`config.mk`:
```
export PLATFORM = sky130hd
export DESIGN_NAME = rx_frontend_os
export DESIGN_NICKNAME = d
export VERILOG_FILES = /design/src/rtl/rx_frontend_os.sv
export SDC_FILE = /design/constraint.sdc
export NUM_CORES = 1
export LEC_CHECK = 0
export CAP_MARGIN = 20
export CORE_MARGIN = 1
export CORE_UTILIZATION = 57
export DETAILED_ROUTE_END_ITERATION = 12
export MAX_ROUTING_LAYER = met4
export PLACE_DENSITY = 0.77
export SLEW_MARGIN = 25
export SYNTH_ARGS = -nofsm -noshare
export SYNTH_HDL_FRONTEND = slang
export SYNTH_SLANG_ARGS = --single-unit
```
`constraint.sdc`:
```
create_clock -name clk_i -period 2.92 [get_ports clk_i]
set_input_delay 0.438 -clock clk_i [delete_from_list [all_inputs] [get_ports clk_i]]
set_output_delay 0.438 -clock clk_i [all_outputs]
set_load 0.02 [all_outputs]
```
`src/rtl/rx_frontend_os.sv`:
```
// Oversampling UART receive frontend: synchronises the line, majority-votes each bit,
// rejects start glitches and reports parity/framing/break status with one valid pulse per frame.
module rx_frontend_os #(
    parameter int DATA_MAX    = 8,
    parameter int OVERSAMPLE  = 16,
    parameter int SYNC_STAGES = 2
) (
    input  logic                clk_i,
    input  logic                rst_i,
    input  logic [15:0]         cr_clk_div_i,
    input  logic [3:0]          cr_ds_i,
    input  logic [1:0]          cr_p_i,
    input  logic                cr_s_i,
    input  logic                uart_rx_i,
    output logic [DATA_MAX-1:0] data_o,
    output logic                parity_err_o,
    output logic                frame_err_o,
    output logic                break_o,
    output logic                output_valid_o
);

    localparam int CW = $clog2(OVERSAMPLE);
    localparam logic [CW-1:0] T_S0   = CW'(OVERSAMPLE / 2 - 1);
    localparam logic [CW-1:0] T_S1   = CW'(OVERSAMPLE / 2);
    localparam logic [CW-1:0] T_S2   = CW'(OVERSAMPLE / 2 + 1);
    localparam logic [CW-1:0] T_LAST = CW'(OVERSAMPLE - 1);

    typedef enum logic [2:0] {IDLE, START, DATA, PARITY, STOP, WAIT_IDLE} state_t;

    state_t              state;
    logic [SYNC_STAGES-1:0] sync_q;
    logic                rx_s;
    logic                rx_q;
    logic                fall;
    logic [15:0]         div_cnt;
    logic [CW-1:0]       tick_cnt;
    logic                tick;
    logic                decide;
    logic                s0_q;
    logic                s1_q;
    logic                vote;
    logic [DATA_MAX-1:0] data_sr;
    logic [3:0]          bit_cnt;
    logic [3:0]          n_lat;
    logic [1:0]          p_lat;
    logic                s_lat;
    logic                stop_cnt;
    logic                par_q;
    logic                perr_q;
    logic                ferr_q;
    logic                zero_q;
    logic [4:0]          ds_plus1;
    logic [3:0]          n_next;

    assign rx_s   = sync_q[SYNC_STAGES-1];
    assign fall   = rx_q & ~rx_s;
    assign tick   = (div_cnt == cr_clk_div_i);
    assign decide = tick && (tick_cnt == T_S2);
    // The third sample is the live line value, so the vote resolves on that same tick.
    assign vote   = (s0_q & s1_q) | (s0_q & rx_s) | (s1_q & rx_s);

    assign ds_plus1 = {1'b0, cr_ds_i} + 5'd1;
    assign n_next   = (ds_plus1 < 5'd5)             ? 4'd5 :
                      (ds_plus1 > 5'(DATA_MAX))     ? 4'(DATA_MAX) : ds_plus1[3:0];

    always_ff @(posedge clk_i or posedge rst_i) begin
        if (rst_i) begin
            sync_q <= '1;
        end else begin
            sync_q <= {sync_q[SYNC_STAGES-2:0], uart_rx_i};
        end
    end

    // NOTE: every register below is updated with <= so all branches see pre-edge values;
    // later assignments in the same cycle (e.g. div_cnt in IDLE) simply take priority.
    always_ff @(posedge clk_i or posedge rst_i) begin
        if (rst_i) begin
            state          <= IDLE;
            rx_q           <= 1'b1;
            div_cnt        <= '0;
            tick_cnt       <= '0;
            s0_q           <= 1'b1;
            s1_q           <= 1'b1;
            data_sr        <= '0;
            bit_cnt        <= '0;
            n_lat          <= 4'd8;
            p_lat          <= 2'b00;
            s_lat          <= 1'b0;
            stop_cnt       <= 1'b0;
            par_q          <= 1'b0;
            perr_q         <= 1'b0;
            ferr_q         <= 1'b0;
            zero_q         <= 1'b0;
            data_o         <= '0;
            parity_err_o   <= 1'b0;
            frame_err_o    <= 1'b0;
            break_o        <= 1'b0;
            output_valid_o <= 1'b0;
        end else begin
            output_valid_o <= 1'b0;
            rx_q           <= rx_s;
            div_cnt        <= tick ? '0 : div_cnt + 16'd1;
            if (tick) begin
                tick_cnt <= (tick_cnt == T_LAST) ? '0 : tick_cnt + CW'(1);
                if (tick_cnt == T_S0) s0_q <= rx_s;
                if (tick_cnt == T_S1) s1_q <= rx_s;
            end

            case (state)
                IDLE: begin
                    if (fall) begin
                        n_lat    <= n_next;
                        p_lat    <= cr_p_i;
                        s_lat    <= cr_s_i;
                        div_cnt  <= '0;
                        tick_cnt <= '0;
                        state    <= START;
                    end
                end
                START: begin
                    if (decide) begin
                        if (vote) begin
                            state <= IDLE;
                        end else begin
                            data_sr  <= '0;
                            bit_cnt  <= '0;
                            stop_cnt <= 1'b0;
                            par_q    <= 1'b0;
                            ferr_q   <= 1'b0;
                            zero_q   <= 1'b1;
                            state    <= DATA;
                        end
                    end
                end
                DATA: begin
                    if (decide) begin
                        data_sr <= {vote, data_sr[DATA_MAX-1:1]};
                        par_q   <= par_q ^ vote;
                        zero_q  <= zero_q & ~vote;
                        bit_cnt <= bit_cnt + 4'd1;
                        if (bit_cnt == n_lat - 4'd1) state <= p_lat[1] ? PARITY : STOP;
                    end
                end
                PARITY: begin
                    if (decide) begin
                        perr_q <= par_q ^ vote ^ p_lat[0];
                        zero_q <= zero_q & ~vote;
                        state  <= STOP;
                    end
                end
                STOP: begin
                    if (decide) begin
                        ferr_q <= ferr_q | ~vote;
                        zero_q <= zero_q & ~vote;
                        if (stop_cnt == s_lat) begin
                            // Bits were shifted in from the top; right-align for short frames.
                            data_o         <= data_sr >> (4'(DATA_MAX) - n_lat);
                            parity_err_o   <= p_lat[1] & perr_q;
                            frame_err_o    <= ferr_q | ~vote;
                            break_o        <= zero_q & ~vote;
                            output_valid_o <= 1'b1;
                            state          <= vote ? IDLE : WAIT_IDLE;
                        end else begin
                            stop_cnt <= 1'b1;
                        end
                    end
                end
                WAIT_IDLE: begin
                    if (rx_s) state <= IDLE;
                end
                default: state <= IDLE;
            endcase
        end
    end

endmodule

```
======== After elaboration in Yosys (flattened, before gate mapping) ========
Index checks and enable logic that the tools add are counted.
word-level totals
  word-level logic and storage cells ...... 128
  output and inout port bits .............. 12
  register bits ........................... 64
  bits of input ports ..................... 26
cells by class
  muxes and demuxes ....................... 45
  magnitude comparators ................... 2
  reductions and logical operators ........ 16
  shift operators ......................... 1
  equality and inequality tests ........... 23
  bitwise logic cells ..................... 13
  add/sub/neg operators ................... 6
operators with widths
  kind                     count
  $mux W16                 3
  $mux W4                  9
  $mux W3                  10
  $mux W8                  3
  $ne A2 B2 Y1 const B     10
  $pmux W3 S6              1
  $add A16 B1 Y16 const B  1
  $eq A16 B16 Y1           1
  $pmux W8 S2              1
  $eq A4 B4 Y1 const B     3
  $mux W1                  12
  $reduce_and A4 Y1        3
  $add A4 B1 Y4 const B    2
  $pmux W1 S2              4
  $pmux W4 S2              1
  $reduce_and A2 Y1        4
  $reduce_and A8 Y1        1
  $shr A8 B4 Y8            1
  $and A1 B1 Y1            6
  $eq A3 B2 Y1 const B     2
  $eq A3 B3 Y1 const B     2
  $reduce_bool A2 Y1       3
  $add A4 B1 Y5 const B    1
  $gt A5 B4 Y1 const B     1
  other kinds (17)         21

======== Logic depth before layout (Yosys ltp) ========
Gate-level depths: netlist of run 1.
  depth in word-level cells ............... 7
  gate-level depth with buffers ........... 10
  gate-level depth less buffers ........... 8

======== Worst setup path after synthesis of run 1 ========
Ideal clock, no wire load.
  path type ............................... input to register
  start point ............................. input cr_clk_div_i[13]
  end point ............................... register break_o
  setup slack ............................. 0.823 ns
  cell stages on the path ................. 8
  path buffers ............................ 2
  library setup time ...................... 0.125 ns
  data arrival time ....................... 1.972 ns
  required time ........................... 2.795 ns
  path through ............................ xnor2_1 nand4_1 nor4_2 buf_4 and2_1 and4_4 buf_12 mux2_4
between the ends
  longest elaborated chain between the ends .. 3
ends and longest elaborated chain
  item                         line  text
  from (decl)                  10    input logic [15:0] cr_clk_div_i,
  $eq A16 B16 Y1               57    assign tick = (div_cnt == cr_clk_div_i);
  $logic_and A1 B1 Y1          58    assign decide = tick && (tick_cnt == T_S2);
  $reduce_and A3 Y1 (no line)  -
  to (signal assigned)         160   break_o <= zero_q & ~vote;
  to (decl)                    18    output logic break_o,
No other way between the ends.
A chain may end at the register's enable or synchronous reset.

======== Worst setup path after layout of run 1 ========
  start point ............................. register sync_q[1]
  end point ............................... register bit_cnt[3]
between the ends
  longest elaborated chain between the ends .. 5
  elaborated cells between the ends (all ways) .. 6
  those cells by class .................... 1 x eq/ne; 4 x bitwise; 1 x reduce/logical
ends and longest elaborated chain
  item                             line  text
  from (decl)                      31    logic [SYNC_STAGES-1:0] sync_q;
  from (signal assigned)           70    sync_q <= {sync_q[SYNC_STAGES-2:0], uart_rx_i};
  $and A1 B1 Y1                    60    assign vote = (s0_q & s1_q) | (s0_q & rx_s) | (s1_q & rx_s);
  $or A1 B1 Y1                     60
  $or A1 B1 Y1 (*)                 60
  $ne A2 B2 Y1 (no line) (*)       -
  $reduce_and A4 Y1 (no line) (*)  -
  to (signal assigned)             140   bit_cnt <= bit_cnt + 4'd1;
  to (decl)                        43    logic [3:0] bit_cnt;
Mark *: on every way between the ends. The rest lies on a longest branch, timed or not.

==> impl_metrics.prom, run 1 <==
# TYPE chip_impl_metric gauge
chip_impl_metric{name="clock_sinks",unit=""} 64
chip_impl_metric{name="critical_path.n_buffers_inverters",unit=""} 0
chip_impl_metric{name="total_switching_power",unit="W"} 0.0009828
chip_impl_metric{name="synth_cells",unit=""} 343
chip_impl_metric{name="worst_ep_required_time",unit="ns"} 3.19
chip_impl_info{name="worst_setup_path_end_kind",value="flip-flop"} 1
chip_impl_info{name="hp-class",value="reg -> reg"} 1
chip_impl_metric{name="num_vias",unit=""} 2588
chip_impl_metric{name="hold_viol_final",unit=""} 0
chip_impl_metric{name="finalWorstPathRequiredPeriod",unit="ns"} 2.239
chip_impl_metric{name="synth_area",unit="sq um"} 3547
chip_impl_info{name="layout_commonest_cell",value="dfrtp_1"} 1
chip_impl_metric{name="buffer_levels_on_the_longest_clock_path",unit=""} 2
chip_impl_metric{name="drt_first_pass_iters",unit=""} 4
chip_impl_metric{name="worst_setup_hold_path_clk_slew",unit="ns"} 0.07
chip_impl_metric{name="postSynthNetCount",unit=""} 378
chip_impl_metric{name="power.switching_fraction",unit="%"} 34.65
chip_impl_metric{name="dp_hpwl",unit="um"} 5008
chip_impl_metric{name="io_pins",unit=""} 38
chip_impl_metric{name="wl",unit="um"} 6974
chip_impl_metric{name="placedInstanceArea",unit="sq um"} 3985
chip_impl_metric{name="antenna_found_initial",unit=""} 0
chip_impl_metric{name="antenna_cells_inserted",unit=""} 0
chip_impl_metric{name="power_density",unit="nW/um^2"} 678.0
chip_impl_metric{name="cp_max_fo",unit=""} 12
chip_impl_metric{name="post_drt_via_cell_ratio",unit=""} 5.566
chip_impl_metric{name="slew_viol_final",unit=""} 0
chip_impl_metric{name="setup_viol_count_final",unit=""} 0
chip_impl_info{name="crit_path_top_delay_cell",value="maj3_1"} 1
chip_impl_info{name="synth_top_area_cell",value="dfrtp_1"} 1
chip_impl_metric{name="worst-slew-pin-transition",unit="ns"} 0.6101
chip_impl_metric{name="tns",unit="ns"} 0
chip_impl_metric{name="yosysSeqAreaShare",unit="%"} 45.36
chip_impl_metric{name="max_slew_margin",unit="%"} 58.95
chip_impl_info{name="status",value="completed"} 1
chip_impl_metric{name="vias_in_the_first_global_route",unit=""} 2496
chip_impl_info{name="critical-path-top-delay-family",value="simple AND/OR/NAND/NOR gates"} 1
chip_impl_metric{name="grt_usage",unit="%"} 24.65
chip_impl_metric{name="cellInternalPower",unit="W"} 0.001854
chip_impl_metric{name="post_drt_wl_per_cell",unit="um"} 15.00
chip_impl_metric{name="cp.arrival",unit="ns"} 2.51
chip_impl_metric{name="place_worst_setup_slack",unit="ns"} 0.2921
chip_impl_metric{name="gpl.final_weighted_congestion",unit=""} 0.8443
chip_impl_metric{name="areaGrowthSynthToFinish",unit="%"} 17.95
chip_impl_metric{name="p_clk_share",unit="%"} 27.0
chip_impl_info{name="tritoncts",value="done"} 1
chip_impl_metric{name="h-tree-depth",unit=""} 3
chip_impl_metric{name="timing.max_cap.violations",unit=""} 0
chip_impl_metric{name="synth_top_area_share",unit="%"} 40.92
chip_impl_info{name="startpoint_class",value="flip-flop"} 1
chip_impl_metric{name="finalInstanceArea",unit="sq um"} 4184
chip_impl_metric{name="seq_power_share",unit="%"} 41.0
chip_impl_metric{name="numCtsBuffers",unit=""} 9
chip_impl_info{name="synth_top_flop_cell",value="dfrtp_1"} 1
chip_impl_info{name="worst_setup_path_class",value="reg -> reg"} 1
chip_impl_metric{name="power.static_leakage",unit="nW"} 1.862
chip_impl_metric{name="cts-hold-fix-buffers",unit=""} 0
chip_impl_metric{name="die_width",unit="um"} 80.89
chip_impl_metric{name="io_buffers",unit=""} 37
chip_impl_metric{name="worst_skew_pair.late_latency",unit="ns"} 0.34
chip_impl_info{name="layout_common_cells",value="dfrtp_1 (58), nor2_1 (42), clkdlybuf4s50_1 (37)"} 1
chip_impl_metric{name="ant_nets",unit=""} 0
chip_impl_metric{name="max_clock_freq",unit="GHz"} 0.4467
chip_impl_metric{name="comb_power_share",unit="%"} 32.0
chip_impl_metric{name="dp.cells",unit=""} 449
chip_impl_metric{name="async_reset_ff_share",unit="%"} 100.0
chip_impl_metric{name="num-nets-final",unit=""} 420
chip_impl_metric{name="fp.dieH",unit="um"} 80.89
chip_impl_metric{name="drcViolationCount",unit=""} 0
chip_impl_metric{name="post_cts_repair_resize_count",unit=""} 0
chip_impl_metric{name="worst_hold_slack_after_final_layout",unit="ns"} 0.3726
chip_impl_metric{name="grt_start_max_net_pins",unit=""} 29
chip_impl_metric{name="critical_path.max_stage_delay",unit="ns"} 0.53
chip_impl_metric{name="synth_enable_flop_cells",unit=""} 0
chip_impl_metric{name="final.period_utilization",unit="%"} 76.67
chip_impl_metric{name="start_util",unit="%"} 59.56
chip_impl_metric{name="synthesis.yosys.warnings",unit=""} 0
chip_impl_metric{name="core_region_area",unit="sq um"} 5956
chip_impl_info{name="path_cells",value="maj3_1, nor4_1, o211ai_2, or4_1, nand3_1"} 1
chip_impl_metric{name="yosysUniqueCellTypes",unit=""} 52
chip_impl_metric{name="fp-row-count",unit=""} 28
chip_impl_metric{name="layout.cells.non_filler",unit=""} 465
chip_impl_metric{name="timing.final.ws_setup",unit="ns"} 0.6813
chip_impl_metric{name="grt_first_pass_wirelength",unit="um"} 11650
chip_impl_metric{name="post_route_cells_drive_above_1_share",unit="%"} 13.08
chip_impl_metric{name="cts_setup_buffers",unit=""} 0
chip_impl_metric{name="peakVddDrop",unit="uV"} 456.6
chip_impl_metric{name="avgSynthCellArea",unit="sq um"} 10.34
chip_impl_info{name="rsz0062_at_grt",value="false"} 1
chip_impl_metric{name="fp.dieArea",unit="sq um"} 6542
chip_impl_metric{name="first_iter_violations",unit=""} 218
chip_impl_info{name="clock_tree.root_cell",value="clkbuf_8"} 1
chip_impl_metric{name="seq_cells_post_synth",unit=""} 64
chip_impl_metric{name="clock_skew",unit="ns"} 0.006903
chip_impl_info{name="synth_area_leaders",value="dfrtp_1 (41%), xnor2_1 (6.7%), dfstp_2 (4.4%)"} 1
chip_impl_metric{name="grt_overflow",unit=""} 0
cells in the mapped netlist (9+ instances only):
master   instances
a21oi_1          9
a32o_1           9
dfrtp_1         58
ha_1             9
inv_1           13
mux2i_1         12
nand2_1         27
nand3_1         13
nor2_1          42
o21ai_0         12
xnor2_1         27
xor2_1          15
layout make-up:
type	instances	area, sq um
repair buffers	46	437.9
clock buffers	13	158.9
flip-flops and latches	64	1609
inverters	13	48.80
fillers	458	1772
clock inverters	3	40.04
multi-input cells	251	1795
well taps	75	93.84
per-stage QoR:
step / total power, W / util [%]
after floorplan: 0.001853 / -
after global placement: 0.002055 / 66.91
after detailed placement: 0.002085 / 66.91
after CTS: 0.002852 / 70.25
after global routing: 0.003018 / 70.25
final: 0.002837 / 70.25
power groups by stage:
stage / registers [W] / clock network [W] / logic (W)
6_report: 0.00116 / 0.000766 / 0.000907
4_1_cts: 0.00116 / 0.000779 / 0.000911
3_3_place_gp: 0.00117 / 0 / 0.000880
2_1_floorplan: 0.00112 / 0 / 0.000736
3_5_place_dp: 0.00118 / 0 / 0.000905
5_1_grt: 0.00118 / 0.000817 / 0.00102
final timing paths:
path,from,to,slack [ns],depth (start not counted)
worst max-delay path,sync_q[1],bit_cnt[3],0.68,5
worst min-delay path,sync_q[0],sync_q[1],0.37,0
worst max register to register,sync_q[1],bit_cnt[3],0.68,5
worst min register to register,sync_q[0],sync_q[1],0.37,0
max in group asynchronous,rst_i,n_lat[3],1.77,3
min in group asynchronous,rst_i,stop_cnt,0.40,2
logic make-up (layout without fill, tap and decap cells):
| kind of cell | after synthesis | in the layout | share of synthesized area [%] |
|---|---|---|---|
| muxes | 29 | 29 | 9.947 |
| and+or+nand+nor | 122 | 122 | 16.83 |
| DFF | 64 | 64 | 45.36 |
| xor gates and xnor gates | 43 | 43 | 11.01 |
| adders and majority gates | 10 | 10 | 3.457 |
| buffers and inverters | 28 | 75 | 4.021 |
| AOI/OAI and AO/OA | 47 | 47 | 9.383 |
sequential cells by signal, indices dropped and copies added (netlist names), 2 cells and up:
signal    count
sync_q        2
div_cnt      16
state         3
data_sr       8
data_o        8
bit_cnt       4
tick_cnt      4
p_lat         2
n_lat         4
metal layers:
layer / up-vias / global-route usage [%] / share of wire (%)
li1: 1276 / - / -
met1: 1240 / 30.64 / 46
met2: 62 / 38.40 / 49
met3: 10 / 5.843 / 3.3
met4: 0 / 10.54 / 1.5
met5: - / - / 0
(Power assumes the default switching activity.)
==> run 2, diff against run 1 <==
==> constraint.sdc (replaced) <==
create_clock -name clk_i -period 2.2 [get_ports clk_i]
set_input_delay 0.33 -clock clk_i [delete_from_list [all_inputs] [get_ports clk_i]]
set_output_delay 0.33 -clock clk_i [all_outputs]
set_load 0.02 [all_outputs]
==> impl_metrics.prom, run 2 (same netlist as run 1, synthesis figures left out) <==
# TYPE chip_impl_metric gauge
chip_impl_info{name="status",value="completed"} 1
chip_impl_metric{name="vias_in_the_first_global_route",unit=""} 2646
chip_impl_metric{name="ant_nets",unit=""} 0
chip_impl_metric{name="dp_hpwl",unit="um"} 5012
chip_impl_metric{name="antenna_found_initial",unit=""} 0
chip_impl_metric{name="drcViolationCount",unit=""} 0
chip_impl_metric{name="max_slew_margin",unit="%"} 61.99
chip_impl_metric{name="hold_viol_final",unit=""} 0
chip_impl_metric{name="power.static_leakage",unit="nW"} 1.981
chip_impl_info{name="startpoint_class",value="primary input"} 1
chip_impl_metric{name="grt_start_max_net_pins",unit=""} 26
chip_impl_metric{name="first_iter_violations",unit=""} 182
chip_impl_metric{name="areaGrowthSynthToFinish",unit="%"} 23.10
chip_impl_metric{name="max_clock_freq",unit="GHz"} 0.4675
chip_impl_metric{name="grt_first_pass_wirelength",unit="um"} 11740
chip_impl_metric{name="dp.cells",unit=""} 465
chip_impl_metric{name="largest_register_ff_count",unit=""} 16
chip_impl_metric{name="fp-row-count",unit=""} 28
chip_impl_metric{name="buffer_levels_on_the_longest_clock_path",unit=""} 2
chip_impl_metric{name="core_utilization_of_the_finished_layout",unit="%"} 73.32
chip_impl_metric{name="fp.dieH",unit="um"} 80.89
chip_impl_metric{name="peakVddDrop",unit="uV"} 700.5
chip_impl_metric{name="layout.cells.non_filler",unit=""} 483
chip_impl_metric{name="antenna_cells_inserted",unit=""} 0
chip_impl_metric{name="finalWorstPathRequiredPeriod",unit="ns"} 2.139
chip_impl_info{name="largest_registers",value="div_cnt (16), data_o (8), data_sr (8)"} 1
chip_impl_metric{name="placedInstanceArea",unit="sq um"} 4143
chip_impl_metric{name="grt_overflow",unit=""} 0
chip_impl_info{name="tritoncts",value="done"} 1
chip_impl_metric{name="start_util",unit="%"} 59.56
chip_impl_metric{name="io_pins",unit=""} 38
chip_impl_metric{name="core_region_area",unit="sq um"} 5956
chip_impl_metric{name="h-tree-depth",unit=""} 3
chip_impl_metric{name="finalInstanceArea",unit="sq um"} 4367
chip_impl_metric{name="numCtsBuffers",unit=""} 9
chip_impl_metric{name="timing.max_cap.violations",unit=""} 0
chip_impl_metric{name="worst-slew-pin-transition",unit="ns"} 0.5693
chip_impl_metric{name="post_drt_wl_per_cell",unit="um"} 14.58
chip_impl_metric{name="die_width",unit="um"} 80.89
chip_impl_metric{name="worst_setup_hold_path_clk_slew",unit="ns"} 0.07
chip_impl_metric{name="cp_max_fo",unit=""} 6
chip_impl_metric{name="clock_sinks",unit=""} 64
chip_impl_metric{name="io_buffers",unit=""} 37
chip_impl_metric{name="drt_first_pass_iters",unit=""} 4
chip_impl_metric{name="worst_ep_required_time",unit="ns"} 2.42
chip_impl_metric{name="clock_skew",unit="ns"} 0.007910
chip_impl_metric{name="fp.dieArea",unit="sq um"} 6542
chip_impl_info{name="worst_setup_path_startpoint",value="cr_clk_div_i[5]"} 1
chip_impl_metric{name="gpl.final_weighted_congestion",unit=""} 0.9683
chip_impl_metric{name="cp.arrival",unit="ns"} 2.36
chip_impl_info{name="worst_setup_path_end_kind",value="flip-flop"} 1
chip_impl_metric{name="power_density",unit="nW/um^2"} 877.6
chip_impl_info{name="layout_common_cells",value="dfrtp_1 (58), nor2_1 (42), clkdlybuf4s50_1 (37)"} 1
chip_impl_metric{name="grt_usage",unit="%"} 24.65
chip_impl_metric{name="num-nets-final",unit=""} 439
chip_impl_info{name="clock_tree.root_cell",value="clkbuf_8"} 1
chip_impl_metric{name="num_vias",unit=""} 2705
chip_impl_metric{name="wl",unit="um"} 7042
chip_impl_metric{name="final.period_utilization",unit="%"} 97.22
chip_impl_info{name="hp-class",value="in -> async"} 1
chip_impl_info{name="layout_commonest_cell",value="dfrtp_1"} 1
chip_impl_info{name="worst_setup_path_class",value="in -> reg"} 1
chip_impl_info{name="register_with_the_most_flip_flops",value="div_cnt"} 1
chip_impl_metric{name="filler_cell_count",unit=""} 445
chip_impl_metric{name="total_power",unit="W"} 0.003832
chip_impl_metric{name="slew_viol_final",unit=""} 0
chip_impl_metric{name="post_route_cells_drive_above_1_share",unit="%"} 17.89
chip_impl_metric{name="post_drt_via_cell_ratio",unit=""} 5.600
chip_impl_metric{name="setup_viol_count_final",unit=""} 0
chip_impl_info{name="rsz0062_at_grt",value="false"} 1
chip_impl_metric{name="worst_skew_pair.late_latency",unit="ns"} 0.34
chip_impl_info{name="r2r-start",value="div_cnt[3]"} 1
## run 2: cell types whose count changed in the layout (fill, tap and decap cells not counted), sizes merged
cell      delta
clkbuf       -1
clkinvlp     +1
bufinv       -1
buf         +18
and4         +1
## run 2: power by group
group          switching (W)  leakage, nW  internal (W)
Combinational       0.000744         1.06      0.000673
Clock               0.000432       0.0882      0.000460
Sequential          0.000185        0.836       0.00134
## run 2: critical path, stage by stage
cell             delay (ns)
clkdlybuf4s50_1        0.48
xnor2_1                0.14
nand4_1                0.18
nor4_4                 0.33
and2_4                 0.21
and4_4                 0.32
mux2_2                 0.36
## run 2: final timing paths
path / to / slack [ns] / cells past startpoint
max in group asynchronous: n_lat[3] / 1.26 / 3
worst max-delay path: data_o[5] / 0.06 / 7
worst min-delay path: state[2] / 0.36 / 2
worst min register to register: sync_q[1] / 0.36 / 0
min in group clk_i: sync_q[1] / 0.36 / 0
worst max register to register: data_o[5] / 0.08 / 6
## run 2: routing by layer
metal  up-vias  routed length, um  track usage (%)
met1      1285               3222            30.22
li1       1320                  -                -
met3        23                330            6.517
met4         0                204            12.32
met5         -                  0                -
met2        77               3284            37.56
## run 2: area by class of cell
class	instances	area (sq um)	share of cell area, %
multi-input cells	252	1832	41.95
repair buffers	64	610.6	13.98
clock inverters	3	17.52	0.4011
flip-flops and latches	64	1609	36.85
inverters	13	48.80	1.117
clock buffers	12	155.1	3.553
well taps	75	93.84	2.149
## run 2: through the flow
step | worst slack (ns) | hold WS (ns) | TNS (ns)
floorplan | 0.1253 | 0.3345 | 0
global placement | -0.2598 | 0.3454 | -3.823
detailed placement | -0.3864 | 0.3481 | -7.148
CTS | 0.06838 | 0.3578 | 0
global route | 0.01105 | 0.3681 | 0
finish | 0.06117 | 0.3568 | 0
## run 2: timing repair
action,in CTS,in global routing
hold buffers,0,0
gates resized for setup,1,3
endpoints found under the hold margin,0,0
buffers inserted,1,1
gates cloned,1,0
setup endpoints to repair,9,13
pin swaps,2,3
==> RTL edit, RTL diff (flow settings as in run 2) <==
Change the parameter `DATA_MAX` from 8 to 16.
--- a/src/rtl/rx_frontend_os.sv
+++ b/src/rtl/rx_frontend_os.sv
@@ -3,3 +3,3 @@
 module rx_frontend_os #(
-    parameter int DATA_MAX    = 8,
+    parameter int DATA_MAX    = 16,
     parameter int OVERSAMPLE  = 16,
Ports: changed (resized data_o); port bits go from 38 to 46. The function was not compared with the original's and may differ.
==> RTL edit against run 2 <==
Wire length grew 36%; cell area is 27% higher; synthesized area is 31% higher; highest routed layer unchanged; sequential cell count up 16; die area up 30%; setup slack improved by 0.067 ns; critical path depth grew 1; synthesized cell count rose by 46%; final cell count up 37%; power up 28%; largest cell class unchanged.
==> RTL edit: results (changes against run 2) <==
[power]
internal_power_mw=3.01  ; +22%
powerSeq_mw=1.77  ; +16%
seq_power_share_pct=36.1  ; -3.6 points
pg_comb_mw=2.03  ; +43%

[placement]
gp_congestion=0.918  ; -5.2%
dpl.hpwl_um=7110  ; +42%
place_inst=644  ; +38%
placed_cell_area_um2=5330  ; +29%
place.port_buffers=45  ; +22%

[logic_synthesis]
seq_area_frac_synth_pct=43.4  ; -2.0 points
syn-num-nets=535  ; +42%
synthTopCellsByArea=dfrtp_1 40%, nand2_1 6.4%, xnor2_1 5.3%
syn_inst=501  ; +46%

[outcome]
status=completed

[global_route]
grt_max_degree=81  ; +210%
track_usage_pct=25.6  ; +0.97 points
grt_pass1_wl_um=16900  ; +44%

[finish]
nets=587  ; +34%
drive_above_1_share_pct=14.0  ; -3.9 points
area_growth_pct=19.5

[clock_network]
clk_pin_slew_ns=0.09  ; +0.02 ns
clock_latency_ns=0.36  ; +0.02 ns

[setup_path]
critical_path_arrival_ns=2.33  ; -0.03 ns
path_max_fanout=9  ; +3

[detailed_routing]
avgViaCountPerCell=5.68  ; +1.4%
wl_per_cell_um=14.5  ; -0.35%

[sta]
timing.final.ws_setup_ns=0.128  ; +0.0666 ns
clock_skew_ns=0.0179  ; +0.00997 ns

[RTL edit: changes by cell type in the layout (fill, tap and decap cells not counted), sizes merged, moves of 4 or more]
cell,change
clkdlybuf4s50,+8
nand2,+52
mux4,+5
o31ai,+5
nor2,+5
o21ai,+26
mux2,-5
a32o,-8
dfrtp,+16
a211oi,+4
a21oi,+11
[RTL edit: what timing repair did]
item	4_1_cts	5_1_grt
hold buffers	0	0
gates resized for setup	0	1
endpoints found under the setup margin	0	5
[RTL edit: final cells by class]
type,count,share of cell area (%)
multi-input combinational,376,44.0
sequential,80,36.3
timing repair buffer,72,12.7
tap,102,2.31
clock buffer,9,2.24
clock inverter,7,1.40
inverter,14,1.02
[RTL edit: critical path: stages, from the launching register on]
cell	delay [ns]
dfrtp_1	0.39
inv_1	0.12
ha_2	0.36
inv_2	0.18
mux2i_1	0.36
nor2_1	0.07
a21oi_1	0.22
a211oi_1	0.12
a21o_1	0.16
[RTL edit: per-layer routing]
layer  share of wire [%]  vias to the layer above
met5                   0                        -
met4                 2.1                        0
met3                 2.3                       15
met2                  49                       63
met1                  47                     1828
li1                    -                     1843
[RTL edit: path summary, 6_finish.rpt]
path	startpoint	cells past startpoint	to
max in group asynchronous	rst_i	3	n_lat[3]
setup / recovery	n_lat[0]	8	data_o[1]
hold reg to reg	sync_q[0]	0	sync_q[1]
min in group asynchronous	rst_i	3	div_cnt[11]
setup reg to reg	n_lat[0]	8	data_o[1]
hold / removal	sync_q[0]	0	sync_q[1]
[RTL edit: cells by family after synthesis]
logic type      synth area share [%]
compound gates                  14.2
simple gates                    19.4
flops                           43.4
mux                             7.83
xor+xnor                        8.29
buf+inv                         4.51
fa+ha+maj                       2.38
